[config.mk]
export PLATFORM = sky130hd
export DESIGN_NAME = restoring_divider
export DESIGN_NICKNAME = d
export VERILOG_FILES = /design/src/rtl/restoring_divider.sv
export SDC_FILE = /design/constraint.sdc
export NUM_CORES = 1
export LEC_CHECK = 0
export CORE_MARGIN = 3
export CORE_UTILIZATION = 49
export CTS_CLUSTER_SIZE = 16
export DETAILED_ROUTE_END_ITERATION = 12
export PLACE_DENSITY = 0.73
export SYNTH_ARGS = -nofsm -noshare
export SYNTH_HDL_FRONTEND = slang
export SYNTH_SLANG_ARGS = --single-unit
[constraint.sdc]
create_clock -name clk -period 2.6 [get_ports clk]
set_clock_uncertainty 0.1 [all_clocks]
set_input_delay 0.52 -clock clk [delete_from_list [all_inputs] [get_ports clk]]
set_output_delay 0.52 -clock clk [all_outputs]
set_load 0.02 [all_outputs]
[src/rtl/restoring_divider.sv]
// Unsigned multi-cycle restoring divider: one quotient bit per clock, WIDTH cycles per division.
// Divide-by-zero finishes in one cycle with quotient all ones and remainder equal to the dividend.
module restoring_divider #(
  parameter int WIDTH = 20
) (
  input  logic             clk,
  input  logic             rst,
  input  logic             start,
  input  logic [WIDTH-1:0] dividend,
  input  logic [WIDTH-1:0] divisor,
  output logic             busy,
  output logic             done,
  output logic [WIDTH-1:0] quotient,
  output logic [WIDTH-1:0] remainder,
  output logic             div_by_zero
);

  localparam int CNT_W = (WIDTH > 1) ? $clog2(WIDTH) : 1;
  localparam logic [CNT_W-1:0] LAST = CNT_W'(WIDTH - 1);

  typedef enum logic [1:0] {IDLE, RUN, DONE} state_t;

  state_t           state, next_state;
  logic [CNT_W-1:0] count;
  logic [WIDTH-1:0] div_reg;
  logic [WIDTH-1:0] p;
  logic [WIDTH-1:0] q_work;
  logic [WIDTH:0]   p_shift;
  logic [WIDTH:0]   trial;
  logic             borrow;
  logic [WIDTH-1:0] p_next;
  logic [WIDTH-1:0] q_next;
  logic             accept;

  assign accept = start && ((state == IDLE) || (state == DONE));
  assign busy   = (state == RUN);
  assign done   = (state == DONE);

  // The stored remainder is always below the divisor, so WIDTH bits hold it; the shifted
  // partial remainder and the trial difference need the extra bit to detect the borrow.
  always_comb begin
    p_shift = {p, q_work[WIDTH-1]};
    trial   = p_shift - {1'b0, div_reg};
    borrow  = trial[WIDTH];
    p_next  = borrow ? p_shift[WIDTH-1:0] : trial[WIDTH-1:0];
    q_next  = {q_work[WIDTH-2:0], ~borrow};
  end

  always_ff @(posedge clk) begin
    if (rst) state <= IDLE;
    else     state <= next_state;
  end

  always_comb begin
    next_state = state;
    case (state)
      IDLE, DONE: begin
        if (start)              next_state = (divisor == '0) ? DONE : RUN;
        else if (state == DONE) next_state = IDLE;
      end
      RUN: if (count == LAST) next_state = DONE;
      default: next_state = IDLE;
    endcase
  end

  // Results only change at completion, so they hold across a following division.
  always_ff @(posedge clk) begin
    if (rst) begin
      count       <= '0;
      div_reg     <= '0;
      p           <= '0;
      q_work      <= '0;
      quotient    <= '0;
      remainder   <= '0;
      div_by_zero <= 1'b0;
    end else if (accept) begin
      count   <= '0;
      div_reg <= divisor;
      p       <= '0;
      q_work  <= dividend;
      if (divisor == '0) begin
        quotient    <= '1;
        remainder   <= dividend;
        div_by_zero <= 1'b1;
      end
    end else if (state == RUN) begin
      count  <= count + CNT_W'(1);
      p      <= p_next;
      q_work <= q_next;
      if (count == LAST) begin
        quotient    <= q_next;
        remainder   <= p_next;
        div_by_zero <= 1'b0;
      end
    end
  end

endmodule

# Yosys cells after proc, flatten, opt, wreduce, memory -nomap -nowiden
# Cells that the tools add are included.
totals:
  regBits: 108
  in_bits: 43
op_classes:
  bitwise: 1
  eq_ne: 6
  n_mux: 20
  addsub: 2
  reduce_logical: 10
ops:
  columns: ["cell", "n"]
  rows:
  - ["2-to-1 mux 20 bit", 11]
  - ["subtractor 21 x 20 -> 21 bit", 1]
  - ["logical NOT 20 bit", 1]
  - ["2-to-1 mux 2 bit", 4]
  - ["adder 5 x 1 -> 5 bit, second input constant", 1]
  - ["== test 5 bit, second input constant", 1]
  - ["2-to-1 mux 1 bit", 4]
  - ["inequality test 2 x 1 -> 1 bit, second input constant", 2]
  - ["one-hot mux 2 bit (2 select lines)", 1]
  - ["nonzero test 2 bit", 2]
  - ["OR reduction 2 bit", 2]
  - ["inequality test 3 bit, second input constant", 1]
  - ["AND reduction 3 bit", 1]
  - ["== test 2 x 1 -> 1 bit, second input constant", 1]
  - ["== test 2 bit, second input constant", 1]
  - ["logical NOT 2 bit", 1]
  - ["AND reduction 2 bit", 1]
  - ["logical AND 1 bit", 1]
  - ["logical OR 1 bit", 1]
  - ["NOT 1 bit", 1]

# Depth between registers and ports, before layout
# Gate-level depths: netlist of the first run.
depth:
  word_depth: 5
  depth_mapped: 12
  depth_no_buf: 11

# Worst setup path before layout of the first run
# No wires, ideal clock.
synth_path:
  path_kind: "register -> register"
  start: "register q_work[19]"
  end: "register p[0]"
  period_less_slack_ns: 2.808
  path_buffers: 1
  stages_incl_launch_ff: 13
  t_required_ns: 2.438
  arrival_ns: 2.645
  setup_time_ns: 0.062
  setup_slack_ns: -0.208
  path_cell_list: "dfxtp_1 -> inv_1 -> ha_1 -> fa_1 -> nand2b_1 -> a21oi_1 -> o21ai_1 -> o21ai_1 -> a211oi_2 -> or2_1 -> buf_6 -> or4_1 -> nand3_1"
synth_between:
  elab_chain_cells: 2
synth_rtl:
  columns: ["element", "line", "source"]
  rows:
  - ["start: declaration", "27", "logic [WIDTH-1:0] q_work;"]
  - ["start signal: assignment", "80", "q_work <= dividend;"]
  - ["start signal: assignment", "89", "q_work <= q_next;"]
  - ["subtractor 21 x 20 -> 21 bit", "43", "trial = p_shift - {1'b0, div_reg};"]
  - ["2-to-1 mux 20 bit *", "45", "p_next = borrow ? p_shift[WIDTH-1:0] : trial[WIDTH-1:0];"]
  - ["end signal: assignment", "88", "p <= p_next;"]
  - ["end: declaration", "26", "logic [WIDTH-1:0] p;"]
# Every way passes the cells marked *; elsewhere a longest branch is shown, timed or not.
# A chain may end at the register's enable or synchronous reset.

# Worst setup path in the final report of the first run
layout_path:
  start: "register q_work[19]"
  end: "register remainder[16]"
layout_between:
  elab_chain_cells: 5
layout_rtl:
  columns: ["element", "line", "source"]
  rows:
  - ["subtractor 21 x 20 -> 21 bit", "43", null]
  - ["2-to-1 mux 20 bit", "45", null]
  - ["2-to-1 mux 20 bit", "90", "if (count == LAST) begin"]
  - ["2-to-1 mux 20 bit", "86", "end else if (state == RUN) begin"]
  - ["2-to-1 mux 20 bit", "76", "end else if (accept) begin"]
  - ["end signal: assignment", "83", "remainder <= dividend;"]
  - ["end signal: assignment", "92", "remainder <= p_next;"]
  - ["end: declaration", "14", "output logic [WIDTH-1:0] remainder,"]
# Every way passes these cells. The select of a mux whose other input is x is not followed.

==> reports/qor.txt, run 1 <==
Largest area contributor in the netlist -> dfxtp_1
Sw Ratio -> 31.41%
Post-Syn Area -> 0.005628 mm^2
Met2 GRT Util -> 43.64%
Largest net degree at the start of global routing -> 64
Sw power -> 1.599 mW
Status -> finished with violations
Via count -> 5761
Power Internal -> 3.491 mW
Mean Syn Cell Area -> 7.882 um^2
CTS Buf Count -> 9
Crit start category -> flop
Die height -> 113.2 um
Clock latency on the worst-skew pair -> 350 ps
Final hold vios -> 0
Htree depth -> 3
Initial antenna violation count -> 0
Core Region -> 0.01103 mm^2
Yosys warns -> 0
FP Rows -> 38
Slew Limit Fails -> 0
Critical Path AT -> 3000 ps
Initial Util -> 51.02%
Remaining Overflow, GRT -> 0
Yosys top cell area share -> 38.42%
Worst-margin pin slew -> 1270 ps
Multi-input logic area -> 0.003517 mm^2
Crit path capture type -> flop
Final nets -> 909
Avg WL per Cell -> 17.35 um
Most Crowded Layer GR -> met2
Cell Pwr Density -> 646.1 mW/mm^2
Max Cap Viol -> 0
Register area -> 0.002182 mm^2
Clk buf depth -> 2
Half-perimeter wire length after placement -> 11910 um
Clock transition at the registers of the reported paths -> 70 ps
Initial drt markers -> 454
Post-layout min period -> 2805 ps
Share of layout cells above drive strength 1 -> 21.70%
DP Area -> 0.007012 mm^2
Final Setup Violations -> 28
Flop pwr share -> 35.3%
Clock network power share -> 29.5%
CTS tree -> yes
Hold Path Class -> reg2reg
Total Negative Setup Slacks -> -2010 ps
R2R Setup Slk -> -210 ps
Clock sink count -> 108
Max VDD drop -> 0.0003952 V
Fillers -> 872
RSZ-0062 raised after global routing -> true
Finished Cell Area -> 0.007876 mm^2
Routability cong. -> 0.8633
DR pass1 iterations -> 5
Total Wirelength -> 17140 um
GR Util met1 -> 33.84%
Syn nets -> 779
Post-route ant nets -> 0
Comb power frac -> 35.2%
Fin worst setup slack -> -205.1 ps
PortBufs -> 85
Commonest non-fill, non-tap cell in the layout -> nand2_1
Root Driver -> clkbuf_16
First-pass GRT wire length -> 26980 um
#FFs+latches synth -> 108
Die area -> 0.01281 mm^2
Yosys cell types -> 54
Required @ worst endpoint -> 2800 ps
Sequential fraction of the synthesis area -> 38.42%
Failing checks -> negative setup slack
I/O pins -> 86
Post-synthesis instance total -> 714
Area growth syn-to-layout -> 39.95%
Die X -> 113.2 um
Top_reg_cell synth -> dfxtp_1
Hold buffer count at CTS -> 0
Most frequent cells in the layout -> nand2_1 (114), dfxtp_1 (94), clkdlybuf4s50_1 (84), buf_4 (75), a21oi_1 (74)
Fmax achieved -> 356.5 MHz
CP Class -> reg2reg
Met3 Use GR -> 3.904%
Vias in the first global route -> 5492
Number of synthesized flops with an enable pin -> 0
Period utilization -> 107.9%
DRC -> 0
Total inserted antenna cells -> 0
Vias per inst -> 5.831
Synth area leaders -> dfxtp_1 (38%), nand2_1 (7.7%), a21oi_1 (7.1%)
Final Core Density -> 71.40%
Gr usage total -> 25.88%
Worst slew margin relative to its limit -> 14.99%
Crit Path Max Fanout -> 6
Leak Pwr -> 2.937 nW
Async S/R FF share, synth -> 0%
[critical path, cell delays in order, from the launching register on]
cell,delay (ps)
dfxtp_2,350
inv_2,50
ha_4,150
fa_2,340
nand2b_4,170
a21oi_4,130
o21ai_2,70
o21ai_2,200
buf_4,150
a31o_4,170
nor2_4,50
buf_12,140
buf_4,140
nor4b_1,340
a311o_1,180
[worst paths after layout]
kind,startpoint,to,depth (start not counted)
max,q_work[19]$_SDFFE_PP0P_,remainder[16]$_SDFFE_PP0P_,14
min,div_reg[7]$_SDFFE_PP0P_,div_reg[7]$_SDFFE_PP0P_,2
max reg2reg,q_work[19]$_SDFFE_PP0P_,remainder[16]$_SDFFE_PP0P_,14
min reg2reg,div_reg[7]$_SDFFE_PP0P_,div_reg[7]$_SDFFE_PP0P_,2
[routing by layer]
metal | share of wire, % | vias up | wire, um
met5 | 0 | - | 0
met4 | 1.8 | 0 | 315
met3 | 6.4 | 34 | 1096
met2 | 48 | 217 | 8172
met1 | 44 | 2704 | 7559
li1 | - | 2806 | -
[layout make-up]
class | instances | area share, %
timing repair buffer | 172 | 20.14
clock inverter | 5 | 1.096
multi-input combinational | 529 | 44.65
tap | 140 | 2.224
sequential | 108 | 27.70
clock buffer | 10 | 3.034
inverter | 24 | 1.144
[cell usage after synthesis (4+ instances only)]
cell type	number
and3_1	6
a21o_1	4
o21a_1	5
nor4_1	9
a311oi_1	19
dfxtp_1	108
o211ai_1	5
ha_1	21
nor3_1	41
a311o_1	12
a21oi_1	80
nand4_1	7
mux2i_1	15
buf_1	5
nor2b_1	4
nor4b_1	12
nand2_1	115
o21ai_0	26
inv_1	23
nand2b_1	8
nor2_1	54
xnor2_1	11
a22oi_1	4
xor2_1	11
clkbuf_1	43
nand3_1	21
[through the flow]
stage / instances / setup slack (ps) / hold slack, ps / total power [mW]
finish: 988 / -205.1 / 353.9 / 5.089
floorplan: 714 / -0.7399 / 336.3 / 2.674
global placement: 953 / -355.2 / 344.2 / 3.143
detailed placement: 953 / -360.3 / 347.5 / 3.171
CTS: 983 / -93.34 / 357.2 / 4.939
global route: 988 / -264.7 / 378.2 / 5.305
[timing repair]
action                                  in CTS  in global routing
pin swaps                                   20                 28
gates resized for setup                     38                 46
gates cloned                                 3                  0
buffers inserted                            14                  6
endpoints found under the setup margin      35                 50
[cell families after synthesis]
logic type | Yosys count | share of synthesized area (%)
AOI/OAI and AO/OA | 180 | 20.79
xor gates and xnor gates | 22 | 3.424
adders and majority gates | 22 | 5.024
buffers and inverters | 78 | 5.647
DFF | 108 | 38.42
muxes | 15 | 2.668
and+or+nand+nor | 289 | 24.03
[power groups by stage]
stage / sequential, mW / clock (mW) / combinational (mW)
detailed placement: 1.82 / 0 / 1.35
floorplan: 1.80 / 0 / 0.871
global route: 1.80 / 1.59 / 1.91
CTS: 1.79 / 1.53 / 1.62
global placement: 1.82 / 0 / 1.32
finish: 1.80 / 1.50 / 1.79
Power figures use the tool's default switching activity.
==> run 2, diff against run 1 <==
Settings changed: CORE_UTILIZATION 49 to 54, PLACE_DENSITY 0.73 to 0.77.
Clock period 2.6 ns to 2.8 ns, I/O delays scaled along.
==> run 2 against run 1 <==
The flow now finishes without violations. Non-clock buffer count fell by 41. Total power down 20%. Critical path depth decreased by 4. Sequential power shrank 8%. First-iteration DRC count shrank 17%. Global-route usage increased by 1.5 points. Maximum frequency up 1.7%.
==> reports/qor.txt, run 2 (synthesis gave the netlist of run 1 again) <==
Biggest cell delay along the critical path -> 440 ps (+90 ps)
Total Negative Setup Slacks -> 0 ps (+2010 ps)
Worst slew margin relative to its limit -> 57.22% (+42 points)
Most frequent cells in the layout -> nand2_1 (114), dfxtp_1 (99), clkdlybuf4s50_1 (84), a21oi_1 (77), nor2_1 (53)
Worst Hold End -> div_reg[7]$_SDFFE_PP0P_
Die X -> 108.1 um (-4.5%)
Hold buffer count at CTS -> 0 (unchanged)
Die area -> 0.01168 mm^2 (-8.8%)
Via count -> 5618 (-2.5%)
Cell Pwr Density -> 558.7 mW/mm^2 (-14%)
Critical Path AT -> 2940 ps (-60 ps)
Post-route ant nets -> 0 (unchanged)
R2R Setup Slk -> 40 ps (+250 ps)
Largest net degree at the start of global routing -> 64 (unchanged)
Max VDD drop -> 0.0003329 V (-16%)
I/O pins -> 86 (unchanged)
Clock latency on the worst-skew pair -> 390 ps (+40 ps)
Leak Pwr -> 2.650 nW (-9.8%)
Multi-input logic area -> 0.003358 mm^2 (-4.5%)
Initial drt markers -> 379 (-17%)
Worst-margin pin slew -> 641.7 ps (-628.7 ps)
FP Rows -> 36 (-5.3%)
Period utilization -> 98.48% (-9.4 points)
Vias in the first global route -> 5156 (-6.1%)
Status -> finished clean
Fin worst setup slack -> 42.67 ps (+247.8 ps)
Total Wirelength -> 16270 um (-5.1%)
Initial antenna violation count -> 0 (unchanged)
Fmax achieved -> 362.7 MHz (+1.7%)
Initial Util -> 56.54% (+5.5 points)
Die height -> 108.1 um (-4.5%)
Capturing point of the worst reg2reg path -> remainder[0]$_SDFFE_PP0P_
Finished Cell Area -> 0.007258 mm^2 (-7.8%)
Slowest-stage cell, CP -> dfxtp_1
Area growth syn-to-layout -> 28.97%
Worst-case reg-to-reg path depth -> 10 (-4)
PortBufs -> 85 (unchanged)
Htree depth -> 3 (unchanged)
Half-perimeter wire length after placement -> 11390 um (-4.3%)
Vias per inst -> 5.977 (+2.5%)
Crit Path Max Fanout -> 7 (+1)
Root Driver -> clkbuf_8
Core Region -> 0.009955 mm^2 (-9.8%)
Avg WL per Cell -> 17.31 um (-0.25%)
Worst path depth -> 10 (-4)
Final Setup Violations -> 0 (-100%)
R2r startpoint -> p[4]$_SDFFE_PP0P_
Hold Startpoint -> div_reg[7]$_SDFFE_PP0P_
First-pass GRT wire length -> 25450 um (-5.7%)
Crit path capture type -> flop
Routability cong. -> 0.8961 (+3.8%)
Gr usage total -> 27.33% (+1.5 points)
Clk buf depth -> 2 (unchanged)
Total inserted antenna cells -> 0 (unchanged)
Hold Path Depth -> 2 (unchanged)
DP Worst Slack -> -86.27 ps (+274.0 ps)
Clock sink count -> 108 (unchanged)
Max Cap Viol -> 0 (unchanged)
CTS tree -> yes
WHS -> 361.5 ps (+7.568 ps)
Commonest non-fill, non-tap cell in the layout -> nand2_1
RSZ-0062 raised after global routing -> true
Crit path cell chain -> ha_1 -> a21oi_2 -> nand2_1 -> o21ai_2 -> o21ai_4 -> a31o_4 -> nor2_4 -> buf_12 -> nor4_4 -> or3_1
Remaining Overflow, GRT -> 0 (unchanged)
Share of layout cells above drive strength 1 -> 13.51% (-8.2 points)
Final Core Density -> 72.91% (+1.5 points)
CP top delay family -> simple AND/OR/NAND/NOR gates
Hold Path Class -> reg2reg
Required @ worst endpoint -> 2990 ps (+190 ps)
Post-layout min period -> 2757 ps (-47.75 ps)
CP Class -> reg2reg
Crit start category -> flop
DP Area -> 0.006714 mm^2 (-4.2%)
CP bufs+invs -> 1 (-3)
Register area -> 0.002173 mm^2 (-0.40%)
Final hold vios -> 0 (unchanged)
Slew Limit Fails -> 0 (unchanged)
DR pass1 iterations -> 4 (-1)
DRC -> 0 (unchanged)
Fillers -> 783 (-10%)
Clock transition at the registers of the reported paths -> 110 ps (+40 ps)
Final nets -> 867 (-4.6%)
CTS Buf Count -> 9 (unchanged)
run 2: layout make-up:
| type | count | share of cell area (%) |
|---|---|---|
| clock inverter | 6 | 0.9826 |
| clock buffer | 10 | 1.758 |
| sequential | 108 | 29.94 |
| tap | 133 | 2.293 |
| timing repair buffer | 131 | 17.51 |
| inverter | 24 | 1.241 |
| multi-input combinational | 528 | 46.27 |
run 2: through the flow:
step                      std cells  power [mW]
after CTS                       932       3.902
after global routing            940       4.240
after global placement          912       2.809
after detailed placement        912       2.833
after floorplan                 714       2.469
final                           940       4.055
run 2: what timing repair did:
item	in CTS	in global routing
gates cloned	1	2
endpoints found under the setup margin	31	35
endpoints found under the hold margin	0	0
pin swaps	5	17
setup buffers	3	7
gates resized for setup	10	38
run 2: where the power goes:
group | total, mW | switching, mW | internal, mW
clock | 0.995 | 0.571 | 0.424
combinational | 1.40 | 0.763 | 0.633
sequential | 1.66 | 0.0602 | 1.60
run 2: how the worst max path moves through the flow:
stage	startpoint	end
floorplan	q_work[19]$_SDFFE_PP0P_	p[0]$_SDFFE_PP0P_
global placement	q_work[19]$_SDFFE_PP0P_	remainder[16]$_SDFFE_PP0P_
detailed placement	q_work[19]$_SDFFE_PP0P_	remainder[16]$_SDFFE_PP0P_
CTS	div_reg[15]$_SDFFE_PP0P_	p[10]$_SDFFE_PP0P_
global route	q_work[19]$_SDFFE_PP0P_	remainder[0]$_SDFFE_PP0P_
finish	p[4]$_SDFFE_PP0P_	remainder[0]$_SDFFE_PP0P_
run 2: worst register-to-register path, stage by stage (launching register included):
cell     delay [ps]
dfxtp_1         440
ha_1            360
a21oi_2         220
nand2_1          90
o21ai_2         200
o21ai_4          90
a31o_4          270
nor2_4          290
buf_12          180
nor4_4           40
or3_1           380
run 2: layer usage:
metal / vias up / share of wire, % / GRT usage, %
li1: 2714 / - / -
met1: 2650 / 45 / 37.51
met2: 225 / 46 / 44.67
met3: 29 / 6.6 / 4.836
met4: 0 / 2.0 / 7.033
met5: - / 0 / 0
